<file path="src/rtl/imem_line_responder_if.sv">
// Bus between the fetch stage and the instruction-line responder.
//
// Handshake: fetch raises req with req_line and holds both until it sees a
// one-cycle resp_valid pulse. The responder takes the request at the first
// edge where it is idle. While busy is high, req and req_line are ignored.
// resp_line is valid in the resp_valid cycle and holds until the next response.
// A write port (wr_en/wr_addr/wr_data) updates one word at any edge. It has
// no handshake.
interface imem_line_responder_if #(
  parameter int XLEN           = 32,
  parameter int WORDS_PER_LINE = 4,
  parameter int LINE_ADDR_BITS = 3
);
  localparam int WORD_BITS = $clog2(WORDS_PER_LINE);

  logic                           req;
  logic [LINE_ADDR_BITS-1:0]      req_line;
  logic                           resp_valid;
  logic [XLEN*WORDS_PER_LINE-1:0] resp_line;
  logic                           busy;
  logic                           wr_en;
  logic [LINE_ADDR_BITS+WORD_BITS-1:0] wr_addr;
  logic [XLEN-1:0]                wr_data;

  // fetch / preload side
  modport master (
    output req, req_line, wr_en, wr_addr, wr_data,
    input  resp_valid, resp_line, busy
  );

  // responder side
  modport slave (
    input  req, req_line, wr_en, wr_addr, wr_data,
    output resp_valid, resp_line, busy
  );
endinterface

</file>
<file path="src/rtl/imem_line_responder.sv">
// Instruction-line responder. It takes a line request, waits LATENCY edges,
// then returns the whole line with a one-cycle valid pulse. The backing array
// holds WORDS_PER_LINE << LINE_ADDR_BITS words and is written one word at a time.
module imem_line_responder #(
  parameter int XLEN           = 32,
  parameter int WORDS_PER_LINE = 4,
  parameter int LINE_ADDR_BITS = 3,
  parameter int LATENCY        = 4
) (
  input  logic                  clk,
  input  logic                  rst,
  imem_line_responder_if.slave  bus,
  output logic [1:0]            dbg_state
);

  localparam int WORD_BITS = $clog2(WORDS_PER_LINE);
  localparam int NUM_WORDS = WORDS_PER_LINE << LINE_ADDR_BITS;
  localparam int LINE_W    = XLEN * WORDS_PER_LINE;
  // The wait counter runs from LATENCY-1 down to 0. The edge after it reaches
  // 0 enters RESP. That puts the response LATENCY edges after acceptance.
  localparam int CNT_W     = (LATENCY > 1) ? $clog2(LATENCY) : 1;
  localparam logic [CNT_W-1:0] CNT_INIT = CNT_W'(LATENCY - 1);

  typedef enum logic [1:0] {
    S_IDLE = 2'd0,
    S_WAIT = 2'd1,
    S_RESP = 2'd2
  } state_t;

  state_t                    state_q, state_d;
  logic [CNT_W-1:0]          cnt_q, cnt_d;
  logic [LINE_ADDR_BITS-1:0] addr_q, addr_d;
  logic                      resp_valid_q;
  logic                      busy_q;
  logic [LINE_W-1:0]         resp_line_q;
  logic [LINE_W-1:0]         rd_line;
  logic                      load_resp;

  logic [XLEN-1:0] mem [NUM_WORDS];

  // Backing array: one word per edge, in any state, never reset
  always_ff @(posedge clk) begin
    if (bus.wr_en) begin
      mem[bus.wr_addr] <= bus.wr_data;
    end
  end

  // Gather the captured line from the array. A same-edge write is not seen.
  always_comb begin
    rd_line = '0;
    for (int w = 0; w < WORDS_PER_LINE; w++) begin
      rd_line[w*XLEN +: XLEN] = mem[{addr_q, WORD_BITS'(w)}];
    end
  end

  // Next-state logic: accept in IDLE, count in WAIT, pulse once in RESP
  always_comb begin
    state_d = state_q;
    cnt_d   = cnt_q;
    addr_d  = addr_q;
    case (state_q)
      S_IDLE: begin
        if (bus.req) begin
          addr_d  = bus.req_line;
          cnt_d   = CNT_INIT;
          state_d = S_WAIT;
        end
      end
      S_WAIT: begin
        if (cnt_q == '0) begin
          state_d = S_RESP;
        end else begin
          cnt_d = cnt_q - CNT_W'(1);
        end
      end
      S_RESP: begin
        state_d = S_IDLE;
      end
      default: begin
        state_d = S_IDLE;
      end
    endcase
  end

  assign load_resp = (state_q == S_WAIT) && (state_d == S_RESP);

  // State, address and counter registers, plus registered outputs
  always_ff @(posedge clk or posedge rst) begin
    if (rst) begin
      state_q      <= S_IDLE;
      cnt_q        <= '0;
      addr_q       <= '0;
      resp_valid_q <= 1'b0;
      busy_q       <= 1'b0;
      resp_line_q  <= '0;
    end else begin
      state_q      <= state_d;
      cnt_q        <= cnt_d;
      addr_q       <= addr_d;
      resp_valid_q <= (state_d == S_RESP);
      busy_q       <= (state_d != S_IDLE);
      if (load_resp) begin
        resp_line_q <= rd_line;
      end
    end
  end

  assign bus.resp_valid = resp_valid_q;
  assign bus.resp_line  = resp_line_q;
  assign bus.busy       = busy_q;
  assign dbg_state      = state_q;

endmodule

</file>
<file path="src/flat_wrapper.sv">
// flat-port wrapper written by rule: the top's interface ports become plain ports
module imem_line_responder_flat 
#(
  parameter int XLEN           = 32,
  parameter int WORDS_PER_LINE = 4,
  parameter int LINE_ADDR_BITS = 3,
  parameter int LATENCY        = 4
)
  (clk, rst, dbg_state, bus_req, bus_req_line, bus_wr_en, bus_wr_addr, bus_wr_data, bus_resp_valid, bus_resp_line, bus_busy);
  imem_line_responder_if #(.XLEN(XLEN), .WORDS_PER_LINE(WORDS_PER_LINE), .LINE_ADDR_BITS(LINE_ADDR_BITS)) bus_i ();
  input  logic clk;
  input  logic rst;
  output logic [1:0] dbg_state;
  input wire logic [$bits(bus_i.req)-1:0] bus_req;
  input wire logic [$bits(bus_i.req_line)-1:0] bus_req_line;
  input wire logic [$bits(bus_i.wr_en)-1:0] bus_wr_en;
  input wire logic [$bits(bus_i.wr_addr)-1:0] bus_wr_addr;
  input wire logic [$bits(bus_i.wr_data)-1:0] bus_wr_data;
  output wire logic [$bits(bus_i.resp_valid)-1:0] bus_resp_valid;
  output wire logic [$bits(bus_i.resp_line)-1:0] bus_resp_line;
  output wire logic [$bits(bus_i.busy)-1:0] bus_busy;
  assign bus_i.req = bus_req;
  assign bus_i.req_line = bus_req_line;
  assign bus_i.wr_en = bus_wr_en;
  assign bus_i.wr_addr = bus_wr_addr;
  assign bus_i.wr_data = bus_wr_data;
  assign bus_resp_valid = bus_i.resp_valid;
  assign bus_resp_line = bus_i.resp_line;
  assign bus_busy = bus_i.busy;
  imem_line_responder #(.XLEN(XLEN), .WORDS_PER_LINE(WORDS_PER_LINE), .LINE_ADDR_BITS(LINE_ADDR_BITS), .LATENCY(LATENCY)) u_core (.clk(clk), .rst(rst), .bus(bus_i), .dbg_state(dbg_state));
endmodule
</file>
<file path="config.mk">
export PLATFORM = sky130hd
export DESIGN_NAME = imem_line_responder_flat
export DESIGN_NICKNAME = d
export VERILOG_FILES = /design/src/rtl/imem_line_responder_if.sv /design/src/rtl/imem_line_responder.sv /design/src/flat_wrapper.sv
export SDC_FILE = /design/constraint.sdc
export NUM_CORES = 1
export LEC_CHECK = 0
export BUFFER_PORTS_ARGS = -buffer_cell sky130_fd_sc_hd__buf_2
export CORE_MARGIN = 4
export CORE_UTILIZATION = 45
export CTS_CLUSTER_DIAMETER = 80
export CTS_CLUSTER_SIZE = 30
export DETAILED_ROUTE_END_ITERATION = 7
export PLACE_DENSITY = 0.64
export SETUP_SLACK_MARGIN = 0.2
export SLEW_MARGIN = 40
export SYNTH_ARGS = -nofsm -noshare
export SYNTH_HDL_FRONTEND = slang
export SYNTH_SLANG_ARGS = --single-unit
</file>
<file path="constraint.sdc">
create_clock -name clk -period 8.2 [get_ports clk]
set_input_delay 1.64 -clock clk [delete_from_list [all_inputs] [get_ports clk]]
set_output_delay 1.64 -clock clk [all_outputs]
set_load 0.01 [all_outputs]
</file>
==> impl_metrics.py <==
metrics = {
    "sta": {
        "hold_viol": 0,
        "rsz0062_at_grt": "no",
        "fin_crit_sh": 0.372,
        "tns_ps": 0,
        "clock.fmax_mhz": 328,
        "finalSetupViolations": 0,
        "tightest_slew_ps": 870,
        "fin_crit_ps": 3050,
        "maxSlewHeadroom": 0.420,
        "maxSlewViolCount": 0,
        "finClkSkew_ps": 58.8,
    },
    "critical_path": {
        "cpPeakStageDelay_ps": 540,
        "slowest_stage": "dfrtp_1",
        "crit_family": "flip-flops",
        "crit_path_end_kind": "output port",
        "crit_fanout": 2,
        "cp_num_buf_inv": 1,
        "critPathArrivalTime_ps": 1410,
        "cp.required_ps": 6560,
        "rrSetupSlack_ps": 5170,
        "worst-setup-path-type": "reg2out",
        "crit_chain": "buf_2",
        "cp-start-kind": "flip-flop",
    },
    "place": {
        "detailed_place_hpwl_um": 63900,
        "gp_congestion": 0.759,
        "io_buffers": 175,
    },
    "floorplanning": {
        "core-area_um2": 97100,
        "die-area_um2": 103000,
        "die_h_um": 321,
        "ios": 176,
        "rows": 114,
        "start_util": 0.455,
        "die_x_um": 321,
    },
    "drt": {
        "first_pass_iters": 5,
        "vias": 22200,
        "initialDrtViolationCount": 2066,
        "wl_per_cell_um": 27.3,
        "drc_errors": 0,
        "antenna_left": 0,
        "avgViaCountPerCell": 5.73,
        "wl_um": 105000,
    },
    "yosys": {
        "syn-cell-area_um2": 44200,
        "synth_top_flop_cell": "edfxtp_1",
        "synth_area_leader_cell": "edfxtp_1",
        "synth_seq_cells": 1161,
        "async_flop_share": 0.118,
        "synth-edff-count": 1024,
        "synth_most_common_cell": "edfxtp_1",
        "yosys.area.top_type_share": 0.696,
        "netlist_top_cells_area": "edfxtp_1, dfrtp_1, mux2_2, mux2i_1, a22o_1",
        "synth_common_cells": "edfxtp_1, mux2_2, mux2i_1, dfrtp_1, nand2_1",
        "yosys_warnings": 0,
        "netlist_instances": 2396,
        "syn_nets": 2441,
        "synth.avg_cell_area_um2": 18.4,
        "synth.distinct_cells": 27,
        "ys_seq_area_frac": 0.773,
    },
    "clock_network": {
        "cts_buffer_depth": 3,
        "cts_resized": 0,
        "cts_root_buf": "clkbuf_16",
        "h-tree-depth": 2,
        "cts.clk_slew.worst_paths_ps": 110,
        "post-cts-setup-buffers": 0,
        "clock_latency_ps": 660,
        "hold_buffers": 0,
        "numCtsBuffers": 48,
        "cts.sinks": 1161,
        "cts_tree": "yes",
    },
    "pwr": {
        "power.internal_uw": 9880,
        "p_clk_frac": 0.207,
        "p_seq_frac": 0.491,
        "switching_share": 0.322,
        "p_leak_uw": 0.0169,
        "irDropWorstVdd_mv": 0.232,
        "power.density_nw_per_um2": 298,
        "combPwrFrac": 0.301,
        "power_uw": 14600,
        "p_sw_uw": 4700,
    },
    "finish": {
        "synthToLayoutAreaGrowth_pct": 10.8,
        "drive_above_1_share": 0.236,
        "fin_nets": 2588,
    },
    "grt": {
        "grt_overflow": 0,
        "grt_pass1_vias": 22100,
        "grt_max_degree": 184,
        "grt_util_all_layers": 0.200,
        "antenna_found_initial": 12,
        "grt_pass1_wl_um": 152000,
    },
    "worst_hold_path": {
        "min_path_type": "reg2reg",
    },
    "status": {
        "status": "finished clean",
    },
    "run": {
        "maxCapViolations": 0,
    },
}
## kinds of logic (layout without fill, tap and decap cells)
| group | count (synthesis) | after routing | synth area share |
|---|---|---|---|
| AO/OA/AOI/OAI | 387 | 387 | 0.0658 |
| adder cells (fa/ha/maj) | 1 | 1 | 0.000283 |
| buffers and inverters | 147 | 333 | 0.0196 |
| flip-flops | 1161 | 1161 | 0.773 |
| multiplexers | 516 | 516 | 0.124 |
| other | 0 | 8 | 0 |
| AND/OR/NAND/NOR | 184 | 184 | 0.0168 |
## routing by layer
metal  vias to the layer above  share of wire  GRT usage
met4                         2          0.018     0.0377
met5                         -        0.00011          0
met1                     11600           0.44      0.295
met3                        85          0.060     0.0252
li1                       9802              -          -
met2                       694           0.48      0.326
## cells in the final DEF, fill, tap and decap left out, drive strengths merged
cell         n
nor3b        1
nand3        2
o31ai      128
nand2      131
or3b         3
dfrtp      137
buf        239
mux2       260
nand2b       1
and2         1
o22ai      128
diode        8
nand3b       6
nor2        37
clkinvlp     2
inv         13
edfxtp    1024
a2bb2oi      2
mux2i      256
clkbuf      69
a22o       129
or3          1
nor2b        1
clkinv       7
ha           1
bufinv       3
## area by class of cell
cell class              instances  area, um2
well taps                    1276       1600
clock inverters                20        275
fillers                      7717      48200
flip-flops and latches       1161      34200
multi-input cells            1088       9440
diodes                          8       20.0
repair buffers                239       2140
clock buffers                  69       1290
inverters                       5       23.8
## final timing paths
kind,startpoint,endpoint,cells after the start
max,bus_resp_line[126],bus_resp_line[126],1
min,bus_resp_line[61],bus_resp_line[61],2
max reg2reg,u_core.addr_q[0],bus_resp_line[58],6
min reg2reg,bus_resp_line[61],bus_resp_line[61],2
max in group asynchronous,rst,bus_resp_line[30],3
min in group asynchronous,rst,bus_resp_line[86],2
## flip-flops by register name, indices dropped and copies added, names as in the netlist
signal / cells
u_core.mem: 1024
u_core.bus.resp_valid: 1
u_core.cnt_q: 2
u_core.dbg_state: 2
bus_resp_line: 128
u_core.bus.busy: 1
u_core.addr_q: 3
## power groups by stage
stage	sequential, uW	clock (uW)	combinational, uW
CTS	7210	3090	4350
global route	7210	3320	4710
finish	7160	3020	4390
floorplan	7260	0	2970
global placement	7330	0	4230
detailed placement	7340	0	4340
## per-stage QoR
stage / hold WS, ps / instance area [um2] / instances / util / setup slack, ps
3_5_place_dp: 465 / 47200 / 3762 / 0.486 / 4470
5_1_grt: 515 / 48900 / 3860 / 0.504 / 4960
3_3_place_gp: 461 / 46300 / 3720 / 0.476 / 4200
6_report: 484 / 49000 / 3866 / 0.504 / 5150
2_1_floorplan: 505 / 44200 / 2396 / - / 2890
4_1_cts: 489 / 48800 / 3851 / 0.502 / 4730
Power figures use the tool's default switching activity.
